### config.mk
export PLATFORM = sky130hd
export DESIGN_NAME = fifo_param
export DESIGN_NICKNAME = d
export VERILOG_FILES = /design/src/rtl/fifo_pkg.sv /design/src/rtl/fifo_ram_2p.sv /design/src/rtl/fifo_param.sv
export SDC_FILE = /design/constraint.sdc
export NUM_CORES = 1
export LEC_CHECK = 0
export BUFFER_PORTS_ARGS = -buffer_cell sky130_fd_sc_hd__buf_2
export CAP_MARGIN = 20
export CORE_UTILIZATION = 52
export CTS_CLUSTER_DIAMETER = 60
export DETAILED_ROUTE_END_ITERATION = 7
export GPL_TIMING_DRIVEN = 0
export PLACE_DENSITY = 0.75
export SYNTH_ARGS = -nofsm -noshare
export SYNTH_HDL_FRONTEND = slang
export SYNTH_HIERARCHICAL = 1
export SYNTH_SLANG_ARGS = --single-unit
### constraint.sdc
create_clock -name clk -period 3.2 [get_ports clk]
set_input_delay 0.32 -clock clk [delete_from_list [all_inputs] [get_ports clk]]
set_output_delay 0.32 -clock clk [all_outputs]
set_load 0.02 [all_outputs]
### src/rtl/fifo_pkg.sv
// rtl/fifo_pkg.sv - shared defaults and derived constants for fifo_param
package fifo_pkg;

    localparam int DATA_WIDTH_DEF  = 6;
    localparam int ADDR_WIDTH_DEF  = 3;
    localparam int DEPTH_DEF       = 1 << ADDR_WIDTH_DEF;
    localparam int UMBRAL_BAJO_DEF = 2;
    localparam int UMBRAL_ALTO_DEF = 6;

    function automatic int depth_of(input int addr_width);
        return 1 << addr_width;
    endfunction

endpackage

### src/rtl/fifo_ram_2p.sv
// rtl/fifo_ram_2p.sv - simple dual-port RAM, one write port, one registered read port
module fifo_ram_2p
    import fifo_pkg::*;
#(
    parameter int DATA_WIDTH = DATA_WIDTH_DEF,
    parameter int ADDR_WIDTH = ADDR_WIDTH_DEF
) (
    input  logic                  clk,
    input  logic                  reset,
    input  logic                  wr_en,
    input  logic [ADDR_WIDTH-1:0] wr_addr,
    input  logic [DATA_WIDTH-1:0] wr_data,
    input  logic                  rd_en,
    input  logic [ADDR_WIDTH-1:0] rd_addr,
    output logic [DATA_WIDTH-1:0] rd_data
);

    localparam int DEPTH = depth_of(ADDR_WIDTH);

    logic [DATA_WIDTH-1:0] mem_q [0:DEPTH-1];
    logic [DATA_WIDTH-1:0] rd_data_q;
    logic [DATA_WIDTH-1:0] rd_data_d;

    // Read sees the pre-write contents when both ports hit the same entry.
    always_ff @(posedge clk) begin
        if (wr_en) begin
            mem_q[wr_addr] <= wr_data;
        end
    end

    always_comb begin
        rd_data_d = rd_data_q;
        if (rd_en) begin
            rd_data_d = mem_q[rd_addr];
        end
    end

    always_ff @(posedge clk) begin
        if (reset) begin
            rd_data_q <= '0;
        end else begin
            rd_data_q <= rd_data_d;
        end
    end

    assign rd_data = rd_data_q;

endmodule

### src/rtl/fifo_param.sv
// rtl/fifo_param.sv - parametrised synchronous FIFO with thresholds and hysteretic Pausa
// Optional build macro: FIFO_STICKY_ERROR_EN (Error_Fifo held until reset).
module fifo_param
    import fifo_pkg::*;
#(
    parameter int DATA_WIDTH = DATA_WIDTH_DEF,
    parameter int ADDR_WIDTH = ADDR_WIDTH_DEF
) (
    input  logic                  clk,
    input  logic                  reset,
    input  logic                  push,
    input  logic                  pop,
    input  logic [DATA_WIDTH-1:0] Fifo_Data_in,
    input  logic [ADDR_WIDTH:0]   umbral_bajo,
    input  logic [ADDR_WIDTH:0]   umbral_alto,
    output logic [DATA_WIDTH-1:0] Fifo_Data_out,
    output logic                  data_valid,
    output logic [ADDR_WIDTH:0]   num_mem,
    output logic                  Fifo_Empty,
    output logic                  Fifo_Full,
    output logic                  Almost_Empty,
    output logic                  Almost_Full,
    output logic                  Pausa,
    output logic                  Error_Fifo
);

    localparam logic [ADDR_WIDTH:0] DEPTH_CNT = {1'b1, {ADDR_WIDTH{1'b0}}};

    logic [ADDR_WIDTH-1:0] wr_ptr_q, wr_ptr_d;
    logic [ADDR_WIDTH-1:0] rd_ptr_q, rd_ptr_d;
    logic [ADDR_WIDTH:0]   num_mem_q, num_mem_d;
    logic                  empty_q, empty_d;
    logic                  full_q, full_d;
    logic                  almost_empty_q, almost_empty_d;
    logic                  almost_full_q, almost_full_d;
    logic                  pausa_q, pausa_d;
    logic                  error_q, error_d;
    logic                  valid_q, valid_d;
    logic                  push_ok, pop_ok, rejected;

    assign pop_ok   = pop & ~empty_q;
    assign push_ok  = push & (~full_q | pop_ok);
    assign rejected = (push & ~push_ok) | (pop & ~pop_ok);

    always_comb begin
        wr_ptr_d       = push_ok ? wr_ptr_q + ADDR_WIDTH'(1) : wr_ptr_q;
        rd_ptr_d       = pop_ok  ? rd_ptr_q + ADDR_WIDTH'(1) : rd_ptr_q;
        num_mem_d      = num_mem_q + (ADDR_WIDTH+1)'(push_ok) - (ADDR_WIDTH+1)'(pop_ok);
        empty_d        = (num_mem_d == '0);
        full_d         = (num_mem_d == DEPTH_CNT);
        almost_empty_d = (num_mem_d != '0) && (num_mem_d <= umbral_bajo);
        almost_full_d  = (num_mem_d >= umbral_alto) && (num_mem_d < DEPTH_CNT);
        valid_d        = pop_ok;
        // Hysteresis: between the two thresholds Pausa keeps its previous state.
        pausa_d = pausa_q;
        if (num_mem_d >= umbral_alto) begin
            pausa_d = 1'b1;
        end else if (num_mem_d <= umbral_bajo) begin
            pausa_d = 1'b0;
        end
`ifdef FIFO_STICKY_ERROR_EN
        error_d = error_q | rejected;
`else
        error_d = rejected;
`endif
    end

    always_ff @(posedge clk) begin
        if (reset) begin
            wr_ptr_q       <= '0;
            rd_ptr_q       <= '0;
            num_mem_q      <= '0;
            empty_q        <= 1'b1;
            full_q         <= 1'b0;
            almost_empty_q <= 1'b0;
            almost_full_q  <= 1'b0;
            pausa_q        <= 1'b0;
            error_q        <= 1'b0;
            valid_q        <= 1'b0;
        end else begin
            wr_ptr_q       <= wr_ptr_d;
            rd_ptr_q       <= rd_ptr_d;
            num_mem_q      <= num_mem_d;
            empty_q        <= empty_d;
            full_q         <= full_d;
            almost_empty_q <= almost_empty_d;
            almost_full_q  <= almost_full_d;
            pausa_q        <= pausa_d;
            error_q        <= error_d;
            valid_q        <= valid_d;
        end
    end

    fifo_ram_2p #(
        .DATA_WIDTH(DATA_WIDTH),
        .ADDR_WIDTH(ADDR_WIDTH)
    ) u_ram (
        .clk     (clk),
        .reset   (reset),
        .wr_en   (push_ok),
        .wr_addr (wr_ptr_q),
        .wr_data (Fifo_Data_in),
        .rd_en   (pop_ok),
        .rd_addr (rd_ptr_q),
        .rd_data (Fifo_Data_out)
    );

    assign data_valid   = valid_q;
    assign num_mem      = num_mem_q;
    assign Fifo_Empty   = empty_q;
    assign Fifo_Full    = full_q;
    assign Almost_Empty = almost_empty_q;
    assign Almost_Full  = almost_full_q;
    assign Pausa        = pausa_q;
    assign Error_Fifo   = error_q;

endmodule

# Yosys cells after proc, flatten, opt, wreduce, memory -nomap -nowiden
# Memory sizes are Yosys's and may differ from the RTL's. A register that Yosys moved wholly into a read port is not among the register bits.
# Cells that the tools add are included.
# word_totals
ff_bits	17
ram_bits	48
inputBits	18
word_cells	38
mem_count	1
# op_classes
n_addsub	4
n_lt_le_gt_ge	3
n_eq_ne	1
mux	4
n_bitwise	10
n_reduce_logical	5
# mem_list
memory	words	word_bits	read_ports	rd_ports_with_merged_regs	wr	line	text
u_ram.mem_q	8	6	1	1	1	fifo_ram_2p.sv:20	logic [DATA_WIDTH-1:0] mem_q [0:DEPTH-1];
# op_table
operator	n
3-bit by 1-bit adder with 3-bit output, second input constant	2
4-bit by 1-bit adder with 4-bit output	1
1-bit bitwise AND	4
4-bit == test, second input constant	1
4-bit >= comparator	1
4-bit less-or-equal comparator	1
4-bit logical NOT	1
4-bit < comparator, second input constant	1
1-bit 2-to-1 mux	4
1-bit inverter	4
4-bit nonzero test	1
4-bit by 1-bit subtractor with 4-bit output	1
1-bit logical AND	2
1-bit OR	2
2-bit nonzero test	1

# Logic depth before layout (Yosys ltp)
# Gate-level depths: netlist (run 1).
# depth
ltp_word	9
mapped_depth	16
mapped_depth_nobuf	16

# Cells and area by module
# The synthesis (run 1) kept the hierarchy.
# modules_own_cells
module	n_inst	cells_per_inst	area_per_inst_um2
fifo_ram_2p	1	123	2115.8
fifo_param	1	92	874.6

# Worst setup path after synthesis (run 1)
# Ideal clock, no wire load.
# synth_path
kind	reg2reg
from	register empty_q, in the netlist Fifo_Empty
to	register pausa_q, in the netlist Pausa
setup_ns	0.114
t_arrival_ns	3.177
required_time_ns	3.086
setup_slack_ns	-0.090
path_stages_with_launch	16
cell_sequence	dfxtp_1 > nand2b_1 > a21boi_2 > inv_1 > ha_1 > inv_1 > ha_1 > inv_1 > fa_1 > inv_1 > ha_1 > nor2b_1 > o311a_2 > o32a_1 > nand2_1 > a21oi_2
# synth_via
elab_chain_cells	8
elab_cells_between_ends	10
# synth_lines
element	line	text
start, declared	fifo_param.sv:32	logic empty_q, empty_d;
start signal, assigned	fifo_param.sv:84	empty_q <= empty_d;
1-bit inverter (*)	fifo_param.sv:41	assign pop_ok = pop & ~empty_q;
1-bit bitwise AND (*)	fifo_param.sv:41	
1-bit OR (*)	fifo_param.sv:42	assign push_ok = push & (~full_q | pop_ok);
1-bit bitwise AND (*)	fifo_param.sv:42	
net push_ok	fifo_param.sv:39	logic push_ok, pop_ok, rejected;
4-bit by 1-bit adder with 4-bit output (*)	fifo_param.sv:48	num_mem_d = num_mem_q + (ADDR_WIDTH+1)'(push_ok) - (ADDR_WIDTH+1)'(pop_ok);
4-bit by 1-bit subtractor with 4-bit output (*)	fifo_param.sv:48	
net num_mem_d[1]	fifo_param.sv:31	logic [ADDR_WIDTH:0] num_mem_q, num_mem_d;
4-bit >= comparator / 4-bit less-or-equal comparator (equally long branches)	fifo_param.sv:56, fifo_param.sv:58	
1-bit 2-to-1 mux / 2-bit nonzero test (equally long branches)	-	
end signal, assigned	fifo_param.sv:88	pausa_q <= pausa_d;
end, declared	fifo_param.sv:36	logic pausa_q, pausa_d;
# Mark *: on every way through the listed nets, which the timed path passes. The rest lies on a longest branch.
# A chain may end at the register's enable or synchronous reset.

# Worst setup path after layout (run 1)
# layout_path
from	register empty_q, in the netlist Fifo_Empty
to	register pausa_q, in the netlist Pausa
# layout_via
elab_chain_cells	8
elab_cells_between_ends	10
# layout_lines
element	line
1-bit inverter (*)	fifo_param.sv:41
1-bit bitwise AND (*)	fifo_param.sv:41
1-bit OR (*)	fifo_param.sv:42
1-bit bitwise AND (*)	fifo_param.sv:42
net push_ok	fifo_param.sv:39
4-bit by 1-bit adder with 4-bit output (*)	fifo_param.sv:48
4-bit by 1-bit subtractor with 4-bit output (*)	fifo_param.sv:48
4-bit >= comparator / 4-bit less-or-equal comparator (equally long branches)	fifo_param.sv:56, fifo_param.sv:58
1-bit 2-to-1 mux / 2-bit nonzero test (equally long branches)	-
# Marks and branches as above.

==> results.toml, run 1 <==
[outcome]
status = "complete, no violations"

[critical_path]
timing.setup.critical_path_class = "flop to flop"
critPathMaxFanout = 4
cp_cell_sequence = "nand2b_4 -> a21boi_4 -> inv_2 -> ha_4 -> inv_2 -> ha_2 -> buf_4 -> a21o_1 -> a21oi_2 -> xor2_2 -> inv_2 -> ha_2 -> o311a_2 -> o32a_1 -> nand2_1 -> a21oi_2"
rrSetupSlack_ps = 110
crit_path_end_kind = "flop"
cp.required_ps = 3420
cp_slowest_stage_delay_ps = 390
critPathArrivalTime_ps = 3310
crit_top_cell = "inv_2"
setup.worst_path.start_class = "flop"
worst_path_max_delay_cell = "o311a_2"

[cts]
cts_inserted_buffers = 9
cts_num_sinks = 71
path_clk_slew_ps = 70
tritoncts = "built"
clock_tree.buffer_depth = 2
holdBufCountCts = 0
htreeDepth = 3
cts.root.buffer_cell = "clkbuf_8"
clk-insertion-delay-late_ps = 340

[die]
top_level_ports = 35
placeable_core_region_um2 = 5540
floorplan.die_area_um2 = 6060
initial_utilization = 0.540
floorplan.rows = 27
die-width_um = 77.8
die_y_um = 77.8

[finish]
layout_filler_cell_count = 424
final_common_cell = "edfxtp_1"
antennaDiodeCount = 0
regArea_um2 = 1900
drive_above_1_share = 0.337
final_cell_mix = "edfxtp_1 (48), buf_2 (34), nor2_1 (27)"
synthToLayoutAreaGrowth_pct = 19.1
final_util = 0.643
fin_nets = 298
multi_input_area_um2 = 1030

[synth]
yosys_warnings = 6
synth_fp_nets = 245
post_synthesis_sequential_area_ratio = 0.636
syn_inst_count = 215
synthArstFlopShare = 0
synth.distinct_cells = 36
syn_avg_cell_area_um2 = 13.9
synth_enable_flop_cells = 48
synth-seq-cells = 71
yosys_most_used_dff = "edfxtp_1"
synth_area_um2 = 2990

[timing]
final_max_slew_viol_count = 0
finalSetupViolations = 0
slew_headroom = 0.342
timing.final.crit_period_ps = 3090
max_clock_freq_mhz = 324
final_worst_path_cycle_share = 0.965
tightestPinTransition_ps = 979
fin_worst_skew_ps = 7.34
setup_tns_ps = 0
final_hold_violating_endpoints = 0

[job]
drv_cap = 0

[global_route]
grt.overflow.total = 0
grt_start_max_net_pins = 14
grt_first_pass_wirelength_mm = 8.40
groute.usage.overall = 0.192
grt_pass1_vias = 1779
antenna_found_initial = 0

[detailed_routing]
detail_route.iter0.violations = 113
drt-total-wl_mm = 5.27
first_drt_pass_iteration_count = 4
ant_nets = 0
drt_drc_violations_left = 0
vias = 1846
vias_per_cell = 5.35
routed_wire_length_per_instance_um = 15.3

[pwr]
peakVddDrop_v = 0.000558
cellLeakagePower_nw = 1.35
power_density_nw_per_um2 = 905
power_w = 0.00322

[place]
io_buffer_count = 34
detailedPlacementHpwl_mm = 3.64
gp_congestion = 0.739

[min_path]
type_of_the_most_critical_hold_path = "primary input to flop"
flip-flops by register name, summed over array words and instances (netlist names):
signal	cells
wr_ptr_q	3
u_ram/rd_data	6
Almost_Full	1
data_valid	1
Almost_Empty	1
num_mem	4
Fifo_Full	1
Fifo_Empty	1
u_ram/mem_q	48
rd_ptr_q	3
Pausa	1
Error_Fifo	1
path summary, 6_finish.rpt:
kind                        from          end  cells past startpoint
setup / recovery      Fifo_Empty        Pausa                     16
hold / removal    umbral_alto[3]  Almost_Full                      2
setup reg to reg      Fifo_Empty        Pausa                     16
hold reg to reg            Pausa        Pausa                      2
cell families (layout without fill, tap and decap cells):
logic type | count (synthesis) | after routing | share of synthesized area
compound gates | 30 | 30 | 0.0812
xor+xnor | 7 | 7 | 0.0255
fa+ha+maj | 14 | 14 | 0.0603
buf+inv | 18 | 76 | 0.0360
flops | 71 | 71 | 0.636
mux | 25 | 25 | 0.0887
simple gates | 50 | 50 | 0.0724
power breakdown:
group / switching, W / total [W] / internal [W]
clock: 0.000319 / 0.000700 / 0.000381
combinational: 0.000710 / 0.00133 / 0.000624
sequential: 0.0000732 / 0.00119 / 0.00112
routing by layer:
metal  part of all wire  track usage  wire length, um
met4              0.016       0.0887               86
met3              0.066       0.0506              349
met5                  0            0                0
met2               0.46        0.294             2440
met1               0.45        0.256             2390
through the flow:
| stage | hold WS (ps) | worst slack, ps | cell area, um2 | cells |
|---|---|---|---|---|
| global placement | 455 | -154 | 3270 | 321 |
| detailed placement | 468 | -194 | 3270 | 321 |
| finish | 162 | 114 | 3560 | 345 |
| global route | 153 | -7.83 | 3560 | 345 |
| CTS | 155 | 2.05 | 3500 | 341 |
| floorplan | 382 | 24.7 | 3010 | 215 |
worst max-delay path, delay by kind of cell, from the launching register on:
family / cells / cell delay, ps
buf+inv: 4 / 290
simple gates: 2 / 240
flops: 1 / 330
compound gates: 6 / 1280
xor+xnor: 1 / 210
fa+ha+maj: 3 / 610
area by class of cell:
| class | count | area share |
|---|---|---|
| clock buffer | 11 | 0.0397 |
| inverter | 13 | 0.0148 |
| clock inverter | 5 | 0.0158 |
| multi-input combinational | 126 | 0.289 |
| timing repair buffer | 42 | 0.0647 |
| sequential | 71 | 0.534 |
| tap | 72 | 0.0253 |
| buffer | 5 | 0.0165 |
cell usage after synthesis (all sizes together) (4+ instances only):
master	instances	area, um2
nor2	27	101
edfxtp	48	1440
xor2	4	50.1
nand2b	6	37.5
ha	11	138
a21oi	5	32.5
a211oi	6	45.0
mux2	12	135
inv	13	48.8
mux2i	13	130
dfxtp	23	460
nand2	9	33.8
repair_timing:
action                                  in CTS  in global routing
pin swaps                                    3                  6
buffers inserted                             4                  4
endpoints found under the setup margin       2                  2
resized for setup                            1                 10
Power figures use the tool's default switching activity.
==> inputs of run 2 (changes only) <==
CORE_UTILIZATION = 51   (was 52)
PLACE_DENSITY = 0.74   (was 0.75)
SLEW_MARGIN = 15   (was unset)
SYNTH_HIERARCHICAL = unset   (was 1)
==> run 2 against run 1 <==
Effect of this change:
- synthesized area decreased by 2.5%
- hold slack gained 14 ps
- global-route usage rose by 0.17 points
- combinational power shrank 11%
- die area down 0.59%
- utilization is 1.4 points lower
- first-iteration DRC count is 43% lower
- largest power group unchanged
==> results.toml, run 2 <==
[cts]
clk-insertion-delay-late_ps = 350
cts_num_sinks = 71
clock_tree.buffer_depth = 2
tritoncts = "built"
cts_inserted_buffers = 9
htreeDepth = 3
cts.root.buffer_cell = "clkbuf_8"
holdBufCountCts = 0
path_clk_slew_ps = 70

[detailed_routing]
vias = 1720
routed_wire_length_per_instance_um = 15.6
vias_per_cell = 5.24
drt_drc_violations_left = 0
ant_nets = 0
drt-total-wl_mm = 5.11
detail_route.iter0.violations = 64
first_drt_pass_iteration_count = 5

[timing]
final_worst_path_cycle_share = 0.923
timing.final.crit_period_ps = 2950
final_max_slew_viol_count = 0
slew_headroom = 0.373
final_hold_violating_endpoints = 0
finalSetupViolations = 0
tightestPinTransition_ps = 933
setup_repair_after_global_routing_missed_its_margin = "no"
fin_worst_skew_ps = 12.4
max_clock_freq_mhz = 338
setup_tns_ps = 0

[synth]
synth_enable_flop_cells = 48
synth_commonest_cells = "edfxtp_1 (48), dfxtp_1 (23), nor2_1 (22), inv_1 (13)"
synth_fp_nets = 227
post_synthesis_sequential_area_ratio = 0.652
post-synth-top-area-cell = "edfxtp_1"
synth_area_um2 = 2920
yosys_most_used_dff = "edfxtp_1"
yosys.cell_count.top_type = "edfxtp_1"
netlist_top_cells_area = "edfxtp_1 (49%), dfxtp_1 (16%), mux4_2 (9.3%), ha_1 (4.7%), nor2_1 (2.8%)"
synthArstFlopShare = 0
synth-seq-cells = 71
synth.distinct_cells = 34
syn_inst_count = 197
yosysTopAreaCellShare = 0.494
syn_avg_cell_area_um2 = 14.8
yosys_warnings = 0

[critical_path]
critPathArrivalTime_ps = 3230
cp.required_ps = 3470
crit_path_end_kind = "flop"
timing.setup.critical_path_class = "flop to flop"
critPathMaxFanout = 4
setup.worst_path.start_class = "flop"

[finish]
fin_nets = 281
antennaDiodeCount = 0
final_cell_mix = "edfxtp_1 (48), buf_2 (35), dfxtp_1 (23)"
final_common_cell = "edfxtp_1"
largest_reg_flops = 48
max_flop_register = "u_ram.mem_q"
drive_above_1_share = 0.332
final-instance-count-excl-fill = 328
synthToLayoutAreaGrowth_pct = 18.8
layout_filler_cell_count = 420

[min_path]
type_of_the_most_critical_hold_path = "primary input to flop"

[pwr]
power_density_nw_per_um2 = 889
power_w = 0.00308
cellLeakagePower_nw = 1.31
peakVddDrop_v = 0.000521

[die]
initial_utilization = 0.529
placeable_core_region_um2 = 5510
floorplan.rows = 27
top_level_ports = 35
die-width_um = 77.6
die_y_um = 77.6
floorplan.die_area_um2 = 6020

[place]
detailedPlacementHpwl_mm = 3.52
placedCellCount = 303
gp_congestion = 0.726
io_buffer_count = 34

[job]
drv_cap = 0

[global_route]
antenna_found_initial = 0
grt_pass1_vias = 1702
grt.overflow.total = 0
grt_first_pass_wirelength_mm = 8.38
grt_start_max_net_pins = 14
groute.usage.overall = 0.194

[outcome]
status = "complete, no violations"
run 2: metrics by stage:
stage	hold slack [ps]	setup WS (ps)	instance area, um2	utilization
finish	175	245	3460	0.629
global route	169	49.8	3460	0.629
CTS	164	113	3400	0.617
detailed placement	451	-244	3180	0.577
global placement	452	-184	3180	0.577
floorplan	392	97.6	2920	-
run 2: cell type report:
type	instances	area, um2	share of cell area
Clock inverter	5	58.8	0.0170
Sequential cell	71	1900	0.549
Buffer	6	38.8	0.0112
Clock buffer	11	141	0.0408
Inverter	13	48.8	0.0141
Timing Repair Buffer	43	238	0.0686
Tap cell	72	90.1	0.0260
Multi-Input combinational cell	107	947	0.273
run 2: worst paths after layout:
kind,startpoint,endpoint,slack (ps),cells past startpoint
setup reg to reg,Fifo_Empty,Pausa,250,12
hold reg to reg,Pausa,Pausa,460,2
setup / recovery,Fifo_Empty,Pausa,250,12
hold / removal,umbral_alto[3],Almost_Full,180,2
run 2: what timing repair did:
item	CTS	global route
buffers inserted	2	7
pin swaps	1	4
endpoints found under the setup margin	2	2
gates resized for setup	3	4
run 2: worst max-delay path, cell delays in order (launching register included):
cell and delay (ps):
dfxtp_1 320, nand2b_4 160, a21boi_2 180, inv_1 90
ha_1 280, inv_1 40, ha_1 200, fa_1 500
ha_1 310, a21oi_1 60, maj3_2 320, maj3_2 310
a21oi_2 120
run 2: cell families after synthesis:
family | synth area share
XOR/XNOR | 0.0236
AO/OA/AOI/OAI | 0.0468
AND/OR/NAND/NOR | 0.0730
buffers and inverters | 0.0292
flip-flops | 0.652
adder cells (fa/ha/maj) | 0.0618
multiplexers | 0.113
run 2: layer usage:
layer | vias up | wire length, um | GRT usage
met1 | 839 | 2390 | 0.256
met3 | 9 | 246 | 0.0565
met4 | 0 | 86 | 0.0962
met5 | - | 0 | 0
li1 | 828 | - | -
met2 | 44 | 2380 | 0.294
run 2: where the power goes:
| group | internal [W] | total (W) | switching, W | leakage [nW] |
|---|---|---|---|---|
| Combinational | 0.000553 | 0.00119 | 0.000641 | 0.588 |
| Sequential | 0.00110 | 0.00117 | 0.0000643 | 0.625 |
| Clock | 0.000381 | 0.000719 | 0.000337 | 0.0955 |
